## src/rtl/rr_arbiter16_if.sv

```systemverilog
// rr_arbiter16_if: request/grant bundle for the 16-way arbiter.
// master = requesting side, slave = arbiter.
interface rr_arbiter16_if;
  logic [15:0] req;
  logic [15:0] grant;
  logic [3:0]  grant_idx;
  logic        grant_valid;
  logic [7:0]  hold_cnt;

  modport master (
    output req,
    input  grant,
    input  grant_idx,
    input  grant_valid,
    input  hold_cnt
  );

  modport slave (
    input  req,
    output grant,
    output grant_idx,
    output grant_valid,
    output hold_cnt
  );
endinterface

```

## src/rtl/rr_arbiter16.sv

```systemverilog
// rr_arbiter16: registered 16-way round-robin arbiter with
// hold-time preemption; outputs decode the owner registers.
module rr_arbiter16 #(
  parameter int MAX_HOLD = 16
) (
  input  logic           clk,
  input  logic           rst,
  rr_arbiter16_if.slave  bus
);

  typedef enum logic {
    S_IDLE,
    S_OWNED
  } state_t;

  localparam logic [7:0] LP_MAX = 8'(MAX_HOLD);

  state_t      r_state;
  logic [3:0]  r_own;
  logic [3:0]  r_ptr;
  logic [7:0]  r_cnt;

  state_t      w_state_nxt;
  logic [3:0]  w_own_nxt;
  logic [3:0]  w_ptr_nxt;
  logic [7:0]  w_cnt_nxt;

  logic [15:0] w_own_oh;
  logic [15:0] w_others;
  logic [3:0]  w_own_p1;
  logic        w_own_req;
  logic        w_any_req;
  logic        w_any_oth;
  logic        w_expired;

  // First set bit of m, searching upward from s with wrap.
  function automatic logic [3:0] pick(
    input logic [15:0] m,
    input logic [3:0]  s
  );
    logic [3:0] r;
    logic [3:0] j;
    logic       f;
    r = s;
    f = 1'b0;
    for (int i = 0; i < 16; i++) begin
      j = s + 4'(i);
      if (!f && m[j]) begin
        r = j;
        f = 1'b1;
      end
    end
    return r;
  endfunction

  // Owner-derived terms shared by release and preempt paths.
  always_comb begin
    w_own_oh  = 16'h0001 << r_own;
    w_others  = bus.req & ~w_own_oh;
    w_own_p1  = r_own + 4'd1;
    w_own_req = bus.req[r_own];
    w_any_req = |bus.req;
    w_any_oth = |w_others;
    w_expired = (r_cnt >= LP_MAX);
  end

  // Next-state: acquire from idle, release/handoff, preempt, hold.
  always_comb begin
    w_state_nxt = r_state;
    w_own_nxt   = r_own;
    w_ptr_nxt   = r_ptr;
    w_cnt_nxt   = r_cnt;
    unique case (r_state)
      S_IDLE: begin
        w_cnt_nxt = 8'd0;
        if (w_any_req) begin
          w_state_nxt = S_OWNED;
          w_own_nxt   = pick(bus.req, r_ptr);
          w_cnt_nxt   = 8'd1;
        end
      end
      S_OWNED: begin
        if (!w_own_req) begin
          w_ptr_nxt = w_own_p1;
          if (w_any_oth) begin
            w_own_nxt = pick(w_others, w_own_p1);
            w_cnt_nxt = 8'd1;
          end else begin
            w_state_nxt = S_IDLE;
            w_own_nxt   = 4'd0;
            w_cnt_nxt   = 8'd0;
          end
        end else if (w_expired && w_any_oth) begin
          w_own_nxt = pick(w_others, w_own_p1);
          w_ptr_nxt = w_own_p1;
          w_cnt_nxt = 8'd1;
        end else if (r_cnt < LP_MAX) begin
          w_cnt_nxt = r_cnt + 8'd1;
        end
      end
      default: begin
        w_state_nxt = S_IDLE;
      end
    endcase
  end

  // State registers; reset wins over every transition.
  always_ff @(posedge clk) begin
    if (rst) begin
      r_state <= S_IDLE;
      r_own   <= 4'd0;
      r_ptr   <= 4'd0;
      r_cnt   <= 8'd0;
    end else begin
      r_state <= w_state_nxt;
      r_own   <= w_own_nxt;
      r_ptr   <= w_ptr_nxt;
      r_cnt   <= w_cnt_nxt;
    end
  end

  // Outputs are a pure decode of the registered owner.
  always_comb begin
    bus.grant       = 16'h0000;
    bus.grant_idx   = 4'd0;
    bus.grant_valid = 1'b0;
    bus.hold_cnt    = r_cnt;
    if (r_state == S_OWNED) begin
      bus.grant       = w_own_oh;
      bus.grant_idx   = r_own;
      bus.grant_valid = 1'b1;
    end
  end

endmodule

```

## src/flat_wrapper.sv

```systemverilog
// flat-port wrapper written by rule: the top's interface ports become plain ports
module rr_arbiter16_flat 
#(
  parameter int MAX_HOLD = 16
)
  (clk, rst, bus_req, bus_grant, bus_grant_idx, bus_grant_valid, bus_hold_cnt);
  rr_arbiter16_if bus_i ();
  input  logic clk;
  input  logic rst;
  input wire logic [$bits(bus_i.req)-1:0] bus_req;
  output wire logic [$bits(bus_i.grant)-1:0] bus_grant;
  output wire logic [$bits(bus_i.grant_idx)-1:0] bus_grant_idx;
  output wire logic [$bits(bus_i.grant_valid)-1:0] bus_grant_valid;
  output wire logic [$bits(bus_i.hold_cnt)-1:0] bus_hold_cnt;
  assign bus_i.req = bus_req;
  assign bus_grant = bus_i.grant;
  assign bus_grant_idx = bus_i.grant_idx;
  assign bus_grant_valid = bus_i.grant_valid;
  assign bus_hold_cnt = bus_i.hold_cnt;
  rr_arbiter16 #(.MAX_HOLD(MAX_HOLD)) u_core (.clk(clk), .rst(rst), .bus(bus_i));
endmodule
```

## config.mk

```make
export PLATFORM = sky130hd
export DESIGN_NAME = rr_arbiter16_flat
export DESIGN_NICKNAME = d
export VERILOG_FILES = /design/src/rtl/rr_arbiter16_if.sv /design/src/rtl/rr_arbiter16.sv /design/src/flat_wrapper.sv
export SDC_FILE = /design/constraint.sdc
export NUM_CORES = 1
export LEC_CHECK = 0
export ABC_AREA = 0
export BUFFER_PORTS_ARGS = -buffer_cell sky130_fd_sc_hd__buf_2
export CAP_MARGIN = 10
export CORE_ASPECT_RATIO = 1.75
export CORE_MARGIN = 1.5
export CORE_UTILIZATION = 59
export DETAILED_ROUTE_END_ITERATION = 12
export HOLD_SLACK_MARGIN = 0.03
export PLACE_DENSITY = 0.78
export SLEW_MARGIN = 20
export SYNTH_ARGS = -nofsm -noshare
export SYNTH_HDL_FRONTEND = slang
export SYNTH_SLANG_ARGS = --single-unit
```

## constraint.sdc

```tcl
create_clock -name clk -period 6.4 [get_ports clk]
set_input_delay 0 -clock clk [delete_from_list [all_inputs] [get_ports clk]]
set_output_delay 0 -clock clk [all_outputs]
set_load 0.02 [all_outputs]
```

# After elaboration in Yosys (flattened, before gate mapping)
# Index checks and enable logic that the tools add are counted.
# word_totals
register_bits	17
latch_bits	0
ram_bits	0
romBits	0
memories	0
# op_classes
n_addsub	32
mul	0
div_mod_pow	0
magnitude_cmp	35
eq_ne	4
shift	1
mux	295
bitwise	3
n_reduce_logical	95
# op_table
cell	count
4-bit two-way mux	52
1-bit two-way mux	203
4-bit by 5-bit less-than comparator with 1-bit output (second input constant)	33
1-bit binary-select mux with 4-bit select	33
4-bit adder (second input constant)	16
1-bit logical AND	46
1-bit logical NOT	45
4-bit by 3-bit adder with 4-bit output (second input constant)	8
16-bit OR reduction	2
8-bit two-way mux	3
4-bit by 2-bit adder with 4-bit output (second input constant)	4
16-bit bitwise AND	1
16-bit two-way mux	1
16-bit inverter	1
8-bit one-hot mux with 2 select lines	1
1-bit by 4-bit << shifter with 16-bit output (first input constant)	1
4-bit by 1-bit adder with 4-bit output (second input constant)	3
8-bit by 1-bit adder with 8-bit output (second input constant)	1
8-bit by 5-bit greater-or-equal comparator with 1-bit output (second input constant)	1
8-bit by 5-bit less-than comparator with 1-bit output (second input constant)	1
4-bit one-hot mux with 2 select lines	1
4-bit != test (second input constant)	1
2-bit AND reduction	2
3-bit != test (second input constant)	1
4 further kinds	4

# Depth between registers and ports, before layout
# depth
word_depth	99
ltp_mapped	20
ltp_nobuf	15

# Least setup slack after synthesis
# Ideal clock, no wire load.
# synth_path
kind	reg-to-reg
start	register u_core.r_ptr[1]
end	register u_core.r_own[1]
setup_ps	122
arrival_time_ps	4943
slack_ps	1335
stages_incl_launch_ff	20
n_path_buf	6
synth_period_minus_slack_ps	5065
path_cell_list	dfxtp_1 buf_2 clkbuf_1 buf_2 clkbuf_1 inv_1 ha_1 buf_2 mux4_2 mux2_2 mux2_2 nor4b_4 and3b_1 and3b_1 buf_2 nand2_1 a21oi_1 o32a_1 o31ai_1 a311o_1
# synth_between
elab_chain_cells	80
elab_cells_between_ends	139
classes_between	15 x add/sub; 94 x mux; 30 x reduce/logical
# synth_lines
element	line_no	text
from (decl)	rr_arbiter16.sv:20	logic [3:0] r_ptr;
from (signal assigned)	rr_arbiter16.sv:117	r_ptr <= w_ptr_nxt;
branches (longest 77 deep; another with 4-bit by 1-bit adder with 4-bit output)	n/a	
4-bit two-way mux *	rr_arbiter16.sv:48	if (!f && m[j]) begin
4-bit two-way mux *	rr_arbiter16.sv:76	if (w_any_req) begin
4-bit one-hot mux with 2 select lines *	rr_arbiter16.sv:73	unique case (r_state)
to (signal assigned)	rr_arbiter16.sv:116	r_own <= w_own_nxt;
to (decl)	rr_arbiter16.sv:19	logic [3:0] r_own;
# Mark *: on every way between the ends. The select of a mux whose other input is x is not followed.
# A chain may end at the register's enable or synchronous reset.

# Worst setup path in the final report
# layout_path
start	register u_core.r_own[0]
end	register u_core.r_own[3]
# layout_between
elab_cells_between_ends	270
classes_between	16 x add/sub; 1 x eq/ne; 1 x shift; 187 x mux; 2 x bitwise; 63 x reduce/logical
# layout_rtl
element	line_no	text
4-bit by 1-bit adder with 4-bit output *	rr_arbiter16.sv:60	w_own_p1 = r_own + 4'd1;
net u_core.w_own_p1[1]	rr_arbiter16.sv:30	logic [3:0] w_own_p1;
1-bit binary-select mux with 4-bit select	rr_arbiter16.sv:48	
1-bit two-way mux (implied by the code)	rr_arbiter16.sv:48	
1-bit two-way mux	rr_arbiter16.sv:48	
1-bit two-way mux, on equally long branches	rr_arbiter16.sv:85, rr_arbiter16.sv:93	
1-bit two-way mux	rr_arbiter16.sv:83	if (!w_own_req) begin
1-bit two-way mux	rr_arbiter16.sv:73	
[... 82 more ...]	n/a	
1-bit two-way mux	rr_arbiter16.sv:83	
1-bit two-way mux	rr_arbiter16.sv:73	
1-bit logical NOT	rr_arbiter16.sv:48	
1-bit logical AND	rr_arbiter16.sv:48	
4-bit two-way mux	rr_arbiter16.sv:48	
4-bit two-way mux, on equally long branches	rr_arbiter16.sv:85, rr_arbiter16.sv:93	
4-bit two-way mux *	rr_arbiter16.sv:83	
4-bit one-hot mux with 2 select lines *	rr_arbiter16.sv:73	
# The timed path passes the listed nets; every way through them passes the cells marked *. The select of a mux whose other input is x is not followed.

==> results.md <==
- WP buf/inv: 2
- Grt total ovfl: 0
- Total CTS buffers: 3
- Worst Max-Slew Pin Slew: 1.01 ns
- Area growth from synthesis to layout: 4.99%
- Initial antenna violation count: 1
- Total GRT Usage: 0.470
- Setup Skew: approximately 0.0020 ns
- CP startpoint kind: flip-flop
- Worst R2R Path Depth: 15
- Final nets: roughly 800
- Vias in the first global route: 6894
- CTS tree: yes
- Maximum Capacitance Violations: 0
- Final hold vios: 0
- Mean Syn Cell Area: 8.15 sq um
- Routed Wire Length: 25.6 mm
- Yosys reg bits: 17
- I/O pins: 47
- Critical Path, Cell by Cell: inv_2, ha_1, inv_2, ha_1, o21bai_1, o22ai_1, xor2_1, mux2i_1, mux2i_1, nand3_4, nor4_2, a22oi_1, o31ai_1, nand3_1, o211ai_2
- Largest net degree at the start of global routing: 35
- Crit path arrival time: 5.61 ns
- Die width: 80.8 um
- Clk slew on worst S/H paths: 0.05 ns
- PwrDens: ~660 mW/mm^2
- Post-route minimum period: 5.42 ns
- Leak pwr: 2.47 nW
- Aggregate negative setup slack: 0 ns
- Worst Min Path Start: rst
- Synth Flop Type: dfxtp_1
- Cell with the most instances after synthesis: nor2_1
- Ys async rst share: 0
- Sw power: 0.00261 W
- Dpl cell area: 0.00648 sq mm
- Worst-path fanout max: 27
- Hold_buf cts: 0
- Syn Nets: between 800 and 900
- Post-route ant nets: 0
- Clk sinks: 17
- Hold crit path type: primary input to flip-flop
- Status: complete, no violations
- Worst Hold End: u_core.r_own[0]
- Crit-path leading delay family: adder cells
- Crit path depth: 15
- Critical Path Sink Type: flip-flop
- Reg power frac: 0.041
- CP required: 6.59 ns
- Sw Ratio: 0.604
- Maximum clock insertion buffer count: 2
- Ranking of synthesized cells by area: mux4_2 (25%), dfxtp_1 (5.4%), nor2_1 (5.0%)
- Synth top area share: 0.252
- Core Rows: 49
- Final period utilization: 0.847
- Post-Synthesis Cells: 767
- Root Buffer: clkbuf_16
- Chip height: 139 um
- PnR Total Power: 0.00431 W
- Core Footprint: 0.0103 sq mm
- DR DRC count: 0
- Mapped Area: 0.00625 sq mm
- YS warnings: 0
- CP max stage cell: ha_1
- Ant. Diodes: 0
- Multi-input logic area: 0.00552 sq mm
- RePlAce Congestion: 1.01
- Routed vias: 7073
- Port bufs: 46
- Kind of critical path: flip-flop to flip-flop
- DR WL/cell: between 20 and 30 um
- Max Slew Vio Count: 0
- Top cell type by total area after synthesis: mux4_2
- Layout cells sized above 1: 0.221
- Relative slew margins: 0.308
- VDD IR max: 0.412 mV
- Final setup vio count: 0
- Max Freq: 185 MHz
- FF-to-FF End: u_core.r_own[3]
- Post-synthesis sequential area ratio: 0.0545
- Postcts setup bufs: 0
- Initial Util: 0.607
- Synth cell types: 80
- Fin area: 0.00656 sq mm
- Post-CTS Resized: 0
- DP HPWL: approximately 19 mm
- Clock share of power: 0.030
- Initial drt markers: 962
- Fill count: 909
- First-pass GRT wire length: 39.3 mm
- Logic pwr share: 0.929
- Clock latency on the worst-skew pair: 0.25 ns
- TritonRoute pass-1 iters: 7
- Vias per inst: 7.89
- Hold depth: 2
- Synth top cells by count: nor2_1 (83), mux4_2 (70), nand2_1 (63)
- Internal cell power: between 0.0015 and 0.002 W
- Reg-to-reg slack, setup: 0.98 ns
- DIE AREA: 0.0112 sq mm
- RSZ-0062 raised after global routing: false
- H-tree depth: 1
- Slowest Stage Delay on Critical Path: 0.89 ns
- Final Hold Slack: 0.0704 ns
- EDFF count, synth: 0
- FF/Latch Area: between 300 and 400 sq um
- R2r startpoint: u_core.r_own[0]
worst max path at each step:
stage	from	to	slack (ns)
floorplan	u_core.r_ptr[1]	u_core.r_own[1]	1.33
global placement	u_core.r_own[0]	u_core.r_own[1]	1.35
detailed placement	u_core.r_own[0]	u_core.r_own[3]	1.20
CTS	u_core.r_own[0]	u_core.r_own[3]	1.17
global route	u_core.r_own[0]	u_core.r_own[3]	0.66
finish	u_core.r_own[0]	u_core.r_own[3]	0.98
layer usage:
layer	wire length, um	GRT usage	up-vias
met5	11	0	-
met4	3270	0.443	2
met3	2670	0.134	220
met2	11900	0.738	564
met1	7740	0.484	3305
li1	-	-	2982
flip-flops by register name (all words and copies together) (netlist names):
register             flops
u_core.r_ptr             4
u_core.r_own             4
u_core.r_state           1
u_core.bus.hold_cnt      8
worst register-to-register path: stages (launching register included):
cell and delay (ns):
dfxtp_2 0.65, inv_2 0.09, ha_1 0.89, inv_2 0.42
ha_1 0.31, o21bai_1 0.12, o22ai_1 0.10, xor2_1 0.45
mux2i_1 0.18, mux2i_1 0.71, nand3_4 0.25, nor4_2 0.58
a22oi_1 0.18, o31ai_1 0.12, nand3_1 0.13, o211ai_2 0.17
layout by cell type (no fill, tap or decap), drive strengths merged, types with 10 or more instances in the layout:
| cell type | n |
|---|---|
| a21oi | 34 |
| and2 | 17 |
| and3 | 20 |
| buf | 63 |
| dfxtp | 17 |
| ha | 22 |
| inv | 26 |
| mux2 | 15 |
| mux2i | 26 |
| mux4 | 70 |
| nand2 | 63 |
| nand2b | 18 |
| nand3 | 21 |
| nor2 | 83 |
| nor2b | 16 |
| nor3 | 13 |
| nor4 | 10 |
| o211ai | 10 |
| o21ai | 36 |
| o22ai | 13 |
| xnor2 | 14 |
| xor2 | 12 |
layout make-up:
cell class / instances / area share
timing repair buffer: 63 / 0.0546
sequential: 17 / 0.0521
tap: 127 / 0.0242
multi-input combinational: 659 / 0.841
clock buffer: 3 / 0.0114
inverter: 27 / 0.0155
clock inverter: 1 / 0.000763
power by group through the flow:
stage                     combinational (W)  sequential (W)  clock (W)
after global routing                0.00421        0.000178   0.000132
after CTS                           0.00380        0.000173   0.000129
final                               0.00401        0.000177   0.000130
after floorplan                     0.00285        0.000148          0
after global placement              0.00376        0.000174          0
after detailed placement            0.00378        0.000175          0
kinds of logic (layout without fill, tap and decap cells):
| family | Yosys count | after routing | synth area share |
|---|---|---|---|
| AO/OA/AOI/OAI | 199 | 199 | 0.224 |
| XOR/XNOR | 26 | 26 | 0.0377 |
| adder cells (fa/ha/maj) | 22 | 22 | 0.0441 |
| buffers and inverters | 91 | 94 | 0.0621 |
| flip-flops | 17 | 17 | 0.0545 |
| multiplexers | 111 | 111 | 0.323 |
| AND/OR/NAND/NOR | 301 | 301 | 0.255 |
stage by stage:
stage	std cells	setup slack, ns	util
global placement	893	1.35	0.629
floorplan	767	1.33	-
global route	897	0.662	0.637
finish	897	0.982	0.637
detailed placement	893	1.20	0.629
CTS	897	1.17	0.637
Note: power is estimated with default switching activity, not from simulation.
